--- src/rtl/muldiv_ctrl.sv ---
// Sequencing controller for the iterative 64-bit RV64M divider: special cases, sign fixup, W form.
// Optional macro MULDIV_PAIR_CACHE_EN adds a one-entry result cache for repeated operand pairs.
module muldiv_ctrl (
  input  logic        clk,
  input  logic        rst,
  input  logic        flush,
  input  logic        req_valid,
  output logic        req_ready,
  input  logic [2:0]  req_op,
  input  logic [63:0] req_src1,
  input  logic [63:0] req_src2,
  output logic        du_start,
  output logic        du_kill,
  output logic [63:0] du_dividend,
  output logic [63:0] du_divisor,
  input  logic        du_done,
  input  logic [63:0] du_quotient,
  input  logic [63:0] du_remainder,
  output logic        resp_valid,
  input  logic        resp_ready,
  output logic [63:0] resp_data,
  output logic        busy
);

  localparam logic [1:0] StIdle = 2'd0;
  localparam logic [1:0] StRun  = 2'd1;
  localparam logic [1:0] StDone = 2'd2;

  logic [1:0]  state_q, state_d;
  logic        start_q, start_d, kill_q, kill_d;
  logic [63:0] dividend_q, dividend_d, divisor_q, divisor_d;
  logic [63:0] result_q, result_d;
  logic        rem_q, rem_d, word_q, word_d;
  logic        neg_quot_q, neg_quot_d, neg_rem_q, neg_rem_d;

  logic        op_signed, op_rem, op_word;
  logic [63:0] a_ext, b_ext, min_val;
  logic        a_neg, b_neg;
  logic        accept, div_zero, overflow;
  logic [63:0] fix_quot, fix_rem;

  assign op_signed = ~req_op[0];
  assign op_rem    = req_op[1];
  assign op_word   = req_op[2];

  always_comb begin
    if (op_word) begin
      a_ext = {{32{op_signed & req_src1[31]}}, req_src1[31:0]};
      b_ext = {{32{op_signed & req_src2[31]}}, req_src2[31:0]};
    end else begin
      a_ext = req_src1;
      b_ext = req_src2;
    end
  end

  assign a_neg     = op_signed & a_ext[63];
  assign b_neg     = op_signed & b_ext[63];
  assign min_val   = op_word ? 64'hFFFF_FFFF_8000_0000 : 64'h8000_0000_0000_0000;
  assign div_zero  = (b_ext == '0);
  assign overflow  = op_signed && (a_ext == min_val) && (b_ext == '1);
  assign req_ready = (state_q == StIdle) && !flush && !rst;
  assign accept    = req_valid && req_ready;
  assign fix_quot  = neg_quot_q ? -du_quotient : du_quotient;
  assign fix_rem   = neg_rem_q ? -du_remainder : du_remainder;

  function automatic logic [63:0] select_result(input logic [63:0] quot, input logic [63:0] rem,
                                                input logic is_rem, input logic is_word);
    logic [63:0] val;
    val = is_rem ? rem : quot;
    return is_word ? {{32{val[31]}}, val[31:0]} : val;
  endfunction

`ifdef MULDIV_PAIR_CACHE_EN
  logic        cache_valid_q, cache_signed_q, cache_word_q, signed_q;
  logic [63:0] cache_a_q, cache_b_q, cache_quot_q, cache_rem_q, op_a_q, op_b_q;
  logic        cache_hit, cache_fill;

  assign cache_hit  = cache_valid_q && (cache_a_q == a_ext) && (cache_b_q == b_ext) &&
                      (cache_signed_q == op_signed) && (cache_word_q == op_word);
  assign cache_fill = (state_q == StRun) && du_done && !flush;

  // Refreshed only by completed divider runs; flush and special cases leave it alone.
  always_ff @(posedge clk) begin
    if (rst) begin
      cache_valid_q  <= 1'b0;
      cache_signed_q <= 1'b0;
      cache_word_q   <= 1'b0;
      cache_a_q      <= '0;
      cache_b_q      <= '0;
      cache_quot_q   <= '0;
      cache_rem_q    <= '0;
      op_a_q         <= '0;
      op_b_q         <= '0;
      signed_q       <= 1'b0;
    end else begin
      if (accept) begin
        op_a_q   <= a_ext;
        op_b_q   <= b_ext;
        signed_q <= op_signed;
      end
      if (cache_fill) begin
        cache_valid_q  <= 1'b1;
        cache_a_q      <= op_a_q;
        cache_b_q      <= op_b_q;
        cache_signed_q <= signed_q;
        cache_word_q   <= word_q;
        cache_quot_q   <= fix_quot;
        cache_rem_q    <= fix_rem;
      end
    end
  end
`endif

  always_comb begin
    state_d    = state_q;
    start_d    = 1'b0;
    kill_d     = 1'b0;
    dividend_d = dividend_q;
    divisor_d  = divisor_q;
    result_d   = result_q;
    rem_d      = rem_q;
    word_d     = word_q;
    neg_quot_d = neg_quot_q;
    neg_rem_d  = neg_rem_q;
    unique case (state_q)
      StIdle: begin
        if (accept) begin
          rem_d  = op_rem;
          word_d = op_word;
          if (div_zero) begin
            state_d  = StDone;
            result_d = select_result('1, a_ext, op_rem, op_word);
          end else if (overflow) begin
            state_d  = StDone;
            result_d = select_result(a_ext, '0, op_rem, op_word);
`ifdef MULDIV_PAIR_CACHE_EN
          end else if (cache_hit) begin
            state_d  = StDone;
            result_d = select_result(cache_quot_q, cache_rem_q, op_rem, op_word);
`endif
          end else begin
            state_d    = StRun;
            start_d    = 1'b1;
            dividend_d = a_neg ? -a_ext : a_ext;
            divisor_d  = b_neg ? -b_ext : b_ext;
            neg_quot_d = a_neg ^ b_neg;
            neg_rem_d  = a_neg;
          end
        end
      end
      StRun: begin
        if (flush) begin
          state_d = StIdle;
          kill_d  = 1'b1;
        end else if (du_done) begin
          state_d  = StDone;
          result_d = select_result(fix_quot, fix_rem, rem_q, word_q);
        end
      end
      StDone: begin
        if (flush || resp_ready) state_d = StIdle;
      end
      default: state_d = StIdle;
    endcase
  end

  always_ff @(posedge clk) begin
    if (rst) begin
      state_q    <= StIdle;
      start_q    <= 1'b0;
      kill_q     <= 1'b0;
      dividend_q <= '0;
      divisor_q  <= '0;
      result_q   <= '0;
      rem_q      <= 1'b0;
      word_q     <= 1'b0;
      neg_quot_q <= 1'b0;
      neg_rem_q  <= 1'b0;
    end else begin
      state_q    <= state_d;
      start_q    <= start_d;
      kill_q     <= kill_d;
      dividend_q <= dividend_d;
      divisor_q  <= divisor_d;
      result_q   <= result_d;
      rem_q      <= rem_d;
      word_q     <= word_d;
      neg_quot_q <= neg_quot_d;
      neg_rem_q  <= neg_rem_d;
    end
  end

  assign du_start    = start_q;
  assign du_kill     = kill_q;
  assign du_dividend = dividend_q;
  assign du_divisor  = divisor_q;
  assign resp_valid  = (state_q == StDone);
  assign resp_data   = result_q;
  assign busy        = (state_q != StIdle);

endmodule

--- config.mk ---
export PLATFORM = sky130hd
export DESIGN_NAME = muldiv_ctrl
export DESIGN_NICKNAME = d
export VERILOG_FILES = /design/src/rtl/muldiv_ctrl.sv
export SDC_FILE = /design/constraint.sdc
export NUM_CORES = 1
export LEC_CHECK = 0
export ABC_CLOCK_PERIOD_IN_PS = 6100
export BUFFER_PORTS_ARGS = -buffer_cell sky130_fd_sc_hd__buf_2
export CORE_ASPECT_RATIO = 0.9
export CORE_UTILIZATION = 40
export CTS_CLUSTER_SIZE = 8
export DETAILED_ROUTE_END_ITERATION = 12
export PLACE_DENSITY_LB_ADDON = 0.15
export SLEW_MARGIN = 20
export SYNTH_ARGS = -nofsm -noshare
export SYNTH_HDL_FRONTEND = slang
export SYNTH_SLANG_ARGS = --single-unit
export TNS_END_PERCENT = 1
--- constraint.sdc ---
create_clock -name clk -period 6.1 [get_ports clk]
set_input_delay 1.22 -clock clk [delete_from_list [all_inputs] [get_ports clk]]
set_output_delay 1.22 -clock clk [all_outputs]
set_load 0.03 [all_outputs]
## After elaboration in Yosys (flattened, before gate mapping)

Cells that the tools add are included.

| cells by class | value |
|---|---|
| $add $sub $neg | 4 |
| eq/ne operators | 10 |
| muxes and demuxes | 28 |
| bitwise gates (word level) | 11 |
| reductions and logical operators | 18 |

Operators with widths:

| kind | number |
|---|---|
| $mux W64 | 17 |
| $neg A64 Y64 | 4 |
| $pmux W64 S2 | 1 |
| $eq A64 B64 Y1 | 1 |
| $eq A64 B64 Y1 const B | 1 |
| $logic_not A64 Y1 | 1 |
| $mux W63 | 1 |
| $mux W2 | 6 |
| $ne A2 B2 Y1 const B | 3 |
| $ne A3 B3 Y1 const B | 2 |
| $not A1 Y1 | 6 |
| $pmux W2 S3 | 1 |
| $logic_and A1 B1 Y1 | 5 |
| $reduce_and A5 Y1 | 1 |
| $and A1 B1 Y1 | 4 |
| $reduce_and A4 Y1 | 1 |
| $reduce_bool A2 Y1 | 2 |
| $reduce_or A4 Y1 | 1 |
| $reduce_and A3 Y1 | 1 |
| $eq A2 B1 Y1 const B | 1 |
| $eq A2 B2 Y1 const B | 1 |
| $logic_not A1 Y1 | 2 |
| $logic_not A2 Y1 | 1 |
| $mux W1 | 2 |
| 5 further kinds | 5 |

| storage, ports and cells | value |
|---|---|
| flip-flop bits (word level) | 200 |
| bits of input ports | 265 |
| output and inout bits | 197 |
| word-level logic and storage cells | 81 |

## Logic depth before layout (Yosys ltp)

| logic depth | value |
|---|---|
| depth after elaboration | 10 |
| gate-level depth with buffers | 14 |
| depth with buffers taken out | 11 |

## Worst setup path after synthesis

Ideal clock, no wire load.

| timing path | value |
|---|---|
| path type | input -> register |
| start | input port rst |
| end | register dividend_q[54] (netlist: du_dividend[54]) |
| setup time | 70 ps |
| arrival | 4,018 ps |
| required time | 6,030 ps |
| slack | 2,011 ps |
| cell stages on the path | 10 |
| path buffers | 4 |
| path through | clkbuf_1 > nor4_1 > nand2_1 > or3_1 > buf_2 > clkinv_1 > buf_2 > clkbuf_1 > o311ai_0 > a21oi_1 |

| on the way | value |
|---|---|
| longest elaborated chain between the ends | 4 |

RTL lines:

| item | RTL line | source |
|---|---|---|
| start, declared | 5 | `input logic rst,` |
| $logic_not A1 Y1 | 61 | `assign req_ready = (state_q == StIdle) && !flush && !rst;` |
| $logic_and A1 B1 Y1 | 61 |  |
| named net req_ready | 8 | `output logic req_ready,` |
| $logic_and A1 B1 Y1 | 62 | `assign accept = req_valid && req_ready;` |
| $reduce_and A4 Y1 (no line) | - |  |
| end signal, assigned | 183 | `dividend_q <= dividend_d;` |
| end, declared | 31 | `logic [63:0] dividend_q, dividend_d, divisor_q, divisor_d;` |

The timed path passes the listed nets, and every way through them passes these cells.
A chain may end at the register's enable or synchronous reset.

## Worst setup path in the final report

| timing path | value |
|---|---|
| start | input port req_op[2] |
| end | register result_q[49] (netlist: resp_data[49]) |

| on the way | value |
|---|---|
| longest elaborated chain between the ends | 7 |
| elaborated cells on any way between the ends | 18 |
| those cells by class | 3 x eq/ne; 11 x mux; 4 x reduce/logical |

RTL lines:

| item | RTL line | source |
|---|---|---|
| start, declared | 9 | `input logic [2:0] req_op,` |
| parallel branches: the longest is 7 deep, another holds $mux W64 | - |  |
| end signal, assigned | 185 | `result_q <= result_d;` |
| end, declared | 32 | `logic [63:0] result_q, result_d;` |

Parallel ways; which one is timed is not known. The select of a mux whose other input is x is not followed.

==> summary.txt <==
Global routing
  – Vias in the first global route: 17,100
  – Total gr overflow: 0
  – Antenna violations before repair: 4
  – First-pass GRT wire length: 104,000 µm
  – Largest net degree at the start of global routing: 124
  – GR Util All Layers: 0.337

Synth
  – Syn_area_per_cell: 7.17 µm²
  – Top FF cell, synth: dfxtp_1
  – Post-synth EDFFs: 0
  – Sequential area share after synthesis: 0.255
  – Syn Nets: 2,464
  – Yosys reg bits: 200
  – Synth cell types: 84
  – Synth top area share: 0.255
  – Yosys warnings: 0
  – Post-synthesis adder-cell area fraction: 0.0135
  – Compound-gate portion of the synthesized area: 0.265
  – Synth area leader: dfxtp_1
  – Post-Synth Simple-Gate Area: 0.289
  – Post-Syn Instances: 2,194
  – Main combinational cell family by area after synthesis: simple AND/OR/NAND/NOR gates
  – Synth top cells by count: 277 x nor2_1, 212 x nand2_1, 200 x dfxtp_1, 188 x a21oi_1, 125 x clkbuf_1
  – Synth Area in XOR/XNOR: 0.120
  – Synth async-reset ratio: 0
  – Synth area leaders: dfxtp_1 25%, nor2_1 6.6%, xor2_1 6.3%, a21oi_1 6.0%, xnor2_1 5.7%
  – Most numerous cell in the Yosys netlist: nor2_1
  – Mapped Area: 15,700 µm²
  – Mux contribution to synthesized area: 0.00843

Power and ir drop
  – Tot Pwr: 3.42 mW
  – Leak Pwr: 7.08 nW
  – PD cells: 181 nW/µm²
  – Peak VDD IR: 0.189 mV

Timing
  – Crit path time final: 4.77 ns
  – Final setup violation count: 0
  – Post-route setup TNS: 0 ns
  – Slew headroom: 0.306
  – Final Hold Viols: 0
  – Tcrit/Tclk final: 0.781
  – F_max: 210 MHz
  – Final hold slack: 0.455 ns
  – Layout Skew: 0.0117 ns
  – Max-slew violation count: 0
  – Unrepaired setup endpoints after global routing: false
  – Worst-Margin Slew: 1.04 ns

CTS
  – Post-CTS Setup Inserts: 0
  – Number of H-tree levels: 4
  – TritonCTS clock tree: yes
  – Root Buffer: clkbuf_16
  – Clk sinks: 200
  – Clock slew at the register clock pins of the worst setup and hold paths: 0.07 ns
  – Num CTS Buffers: 17
  – Cts hold-fix bufs: 0
  – Clock Path Buffers: 2
  – Clock Latency Late Sink: 0.47 ns
  – Post-cts gate resize count: 0

Setup path
  – Reg2reg start: state_q[1]$_SDFFE_PP0P_
  – Startpoint types: input pin
  – Type of the worst setup path: in -> reg
  – Start point of the critical path: req_op[2]
  – CP Capture Type: flop
  – CP Data Arrival Time: 5.12 ns
  – Crit path required time: 6.46 ns
  – Crit path max fanout: 34

Drt
  – Vias/cell: 6.09
  – Vias post-DR: 18,800
  – Post-DRT Antenna Nets: 0
  – Routed length per placed instance: 22.7 µm
  – Final WL: 70,100 µm
  – Initial DRC Count: 1,899
  – DRT Pass-1 Iters: 7
  – DRC: 0

Place
  – DPL Wire Length: 54,600 µm
  – RD Place Congestion: 0.982
  – Port Buf Inserts: 461

Hold path
  – HP Class: reg -> reg
  – Hold Crit Start: du_divisor[51]$_SDFFE_PP0P_

Finish
  – Area Growth Syn to Fin: 20.3%
  – Fin util: 0.491
  – Filler instances: 4,022
  – Layout cells sized above 1: 0.223
  – Multi-input logic area: 11,000 µm²
  – Flip-flop and latch area: 4010 µm²
  – Post-layout nets: 2,818

Flow run
  – Max-cap violations: 0

Outcome
  – Status: completed

Die
  – Die area: 40,100 µm²
  – Site Rows: 68
  – Die Y: 190 µm
  – Die Wd: 211 µm
  – Initial Utilization: 0.408
  – Core area: 38,500 µm²
  – IO Count: 462
==> cell type report <==
| class | count | area share |
|---|---|---|
| sequential | 200 | 0.212 |
| timing repair buffer | 496 | 0.137 |
| inverter | 28 | 0.00569 |
| multi-input combinational | 1805 | 0.580 |
| clock buffer | 18 | 0.0227 |
| antenna | 2 | 0.000264 |
| clock inverter | 14 | 0.00813 |
| tap | 525 | 0.0347 |
==> through the flow <==
step | cell area, µm² | setup WS [ns] | std cells
4_1_cts | 18900 | 1.41 | 3086
3_3_place_gp | 18300 | 1.02 | 3054
2_1_floorplan | 15700 | 2.01 | 2194
5_1_grt | 18900 | 1.11 | 3088
3_5_place_dp | 18300 | 0.927 | 3054
6_report | 18900 | 1.33 | 3088
==> registers in the layout, indices dropped and copies added (netlist names) <==
| register | cells |
|---|---|
| resp_data | 64 |
| state_q | 2 |
| neg_rem_q | 1 |
| du_kill | 1 |
| du_dividend | 64 |
| neg_quot_q | 1 |
| du_start | 1 |
| rem_q | 1 |
| du_divisor | 64 |
| word_q | 1 |
==> cells in the final DEF, fill, tap and decap left out, types with 14 or more instances in the layout <==
| master | synthesis | final |
|---|---|---|
| a211oi_1 | 83 | 83 |
| a21oi_1 | 188 | 186 |
| a31oi_1 | 25 | 25 |
| buf_2 | 24 | 460 |
| buf_4 | 0 | 34 |
| clkbuf_16 | 0 | 17 |
| dfxtp_1 | 200 | 197 |
| inv_1 | 25 | 25 |
| maj3_1 | 15 | 15 |
| nand2_1 | 212 | 212 |
| nand2b_1 | 14 | 14 |
| nand3_1 | 50 | 50 |
| nand4_1 | 32 | 32 |
| nor2_1 | 277 | 276 |
| nor2b_1 | 21 | 20 |
| nor3_1 | 115 | 114 |
| nor4_1 | 51 | 51 |
| o211ai_1 | 20 | 20 |
| o21ai_0 | 102 | 102 |
| o22ai_1 | 18 | 18 |
| o31ai_1 | 61 | 61 |
| o41ai_1 | 30 | 30 |
| or3_1 | 40 | 39 |
| or4_1 | 29 | 29 |
| xnor2_1 | 103 | 103 |
| xor2_1 | 113 | 113 |
==> cells by family after synthesis <==
kind of cell               after synthesis
AOI/OAI and AO/OA                      634
adders and majority gates               20
xor gates and xnor gates               216
muxes                                   13
and+or+nand+nor                        922
DFF                                    200
buffers and inverters                  189
==> report_power, final <==
part | switching (mW) | total (mW) | internal [mW]
combinational | 0.597 | 0.894 | 0.298
clock | 0.605 | 1.16 | 0.550
sequential | 0.0246 | 1.37 | 1.35
==> worst max-delay path, cell delays in order <==
cell	delay (ns)
buf_2	0.30
buf_4	0.32
nor4_2	0.29
a21oi_1	0.11
or4b_2	0.62
nor4_1	0.54
o31ai_2	0.14
or3_1	0.75
buf_4	0.40
and3_1	0.21
a31o_1	0.18
==> worst paths after layout <==
path / endpoint / slack (ns) / depth (start not counted)
hold reg to reg: du_divisor[51]$_SDFFE_PP0P_ / 0.45 / 2
hold / removal: du_divisor[51]$_SDFFE_PP0P_ / 0.45 / 2
setup / recovery: resp_data[49]$_SDFFE_PP0P_ / 1.33 / 11
setup reg to reg: du_divisor[8]$_SDFFE_PP0P_ / 2.87 / 7
==> per-layer routing <==
layer | routed length (µm) | GRT usage
met4 | 2120 | 0.114
met2 | 30800 | 0.512
met3 | 6030 | 0.0644
met1 | 31200 | 0.473
met5 | 25 | 0
(Power assumes the default switching activity.)
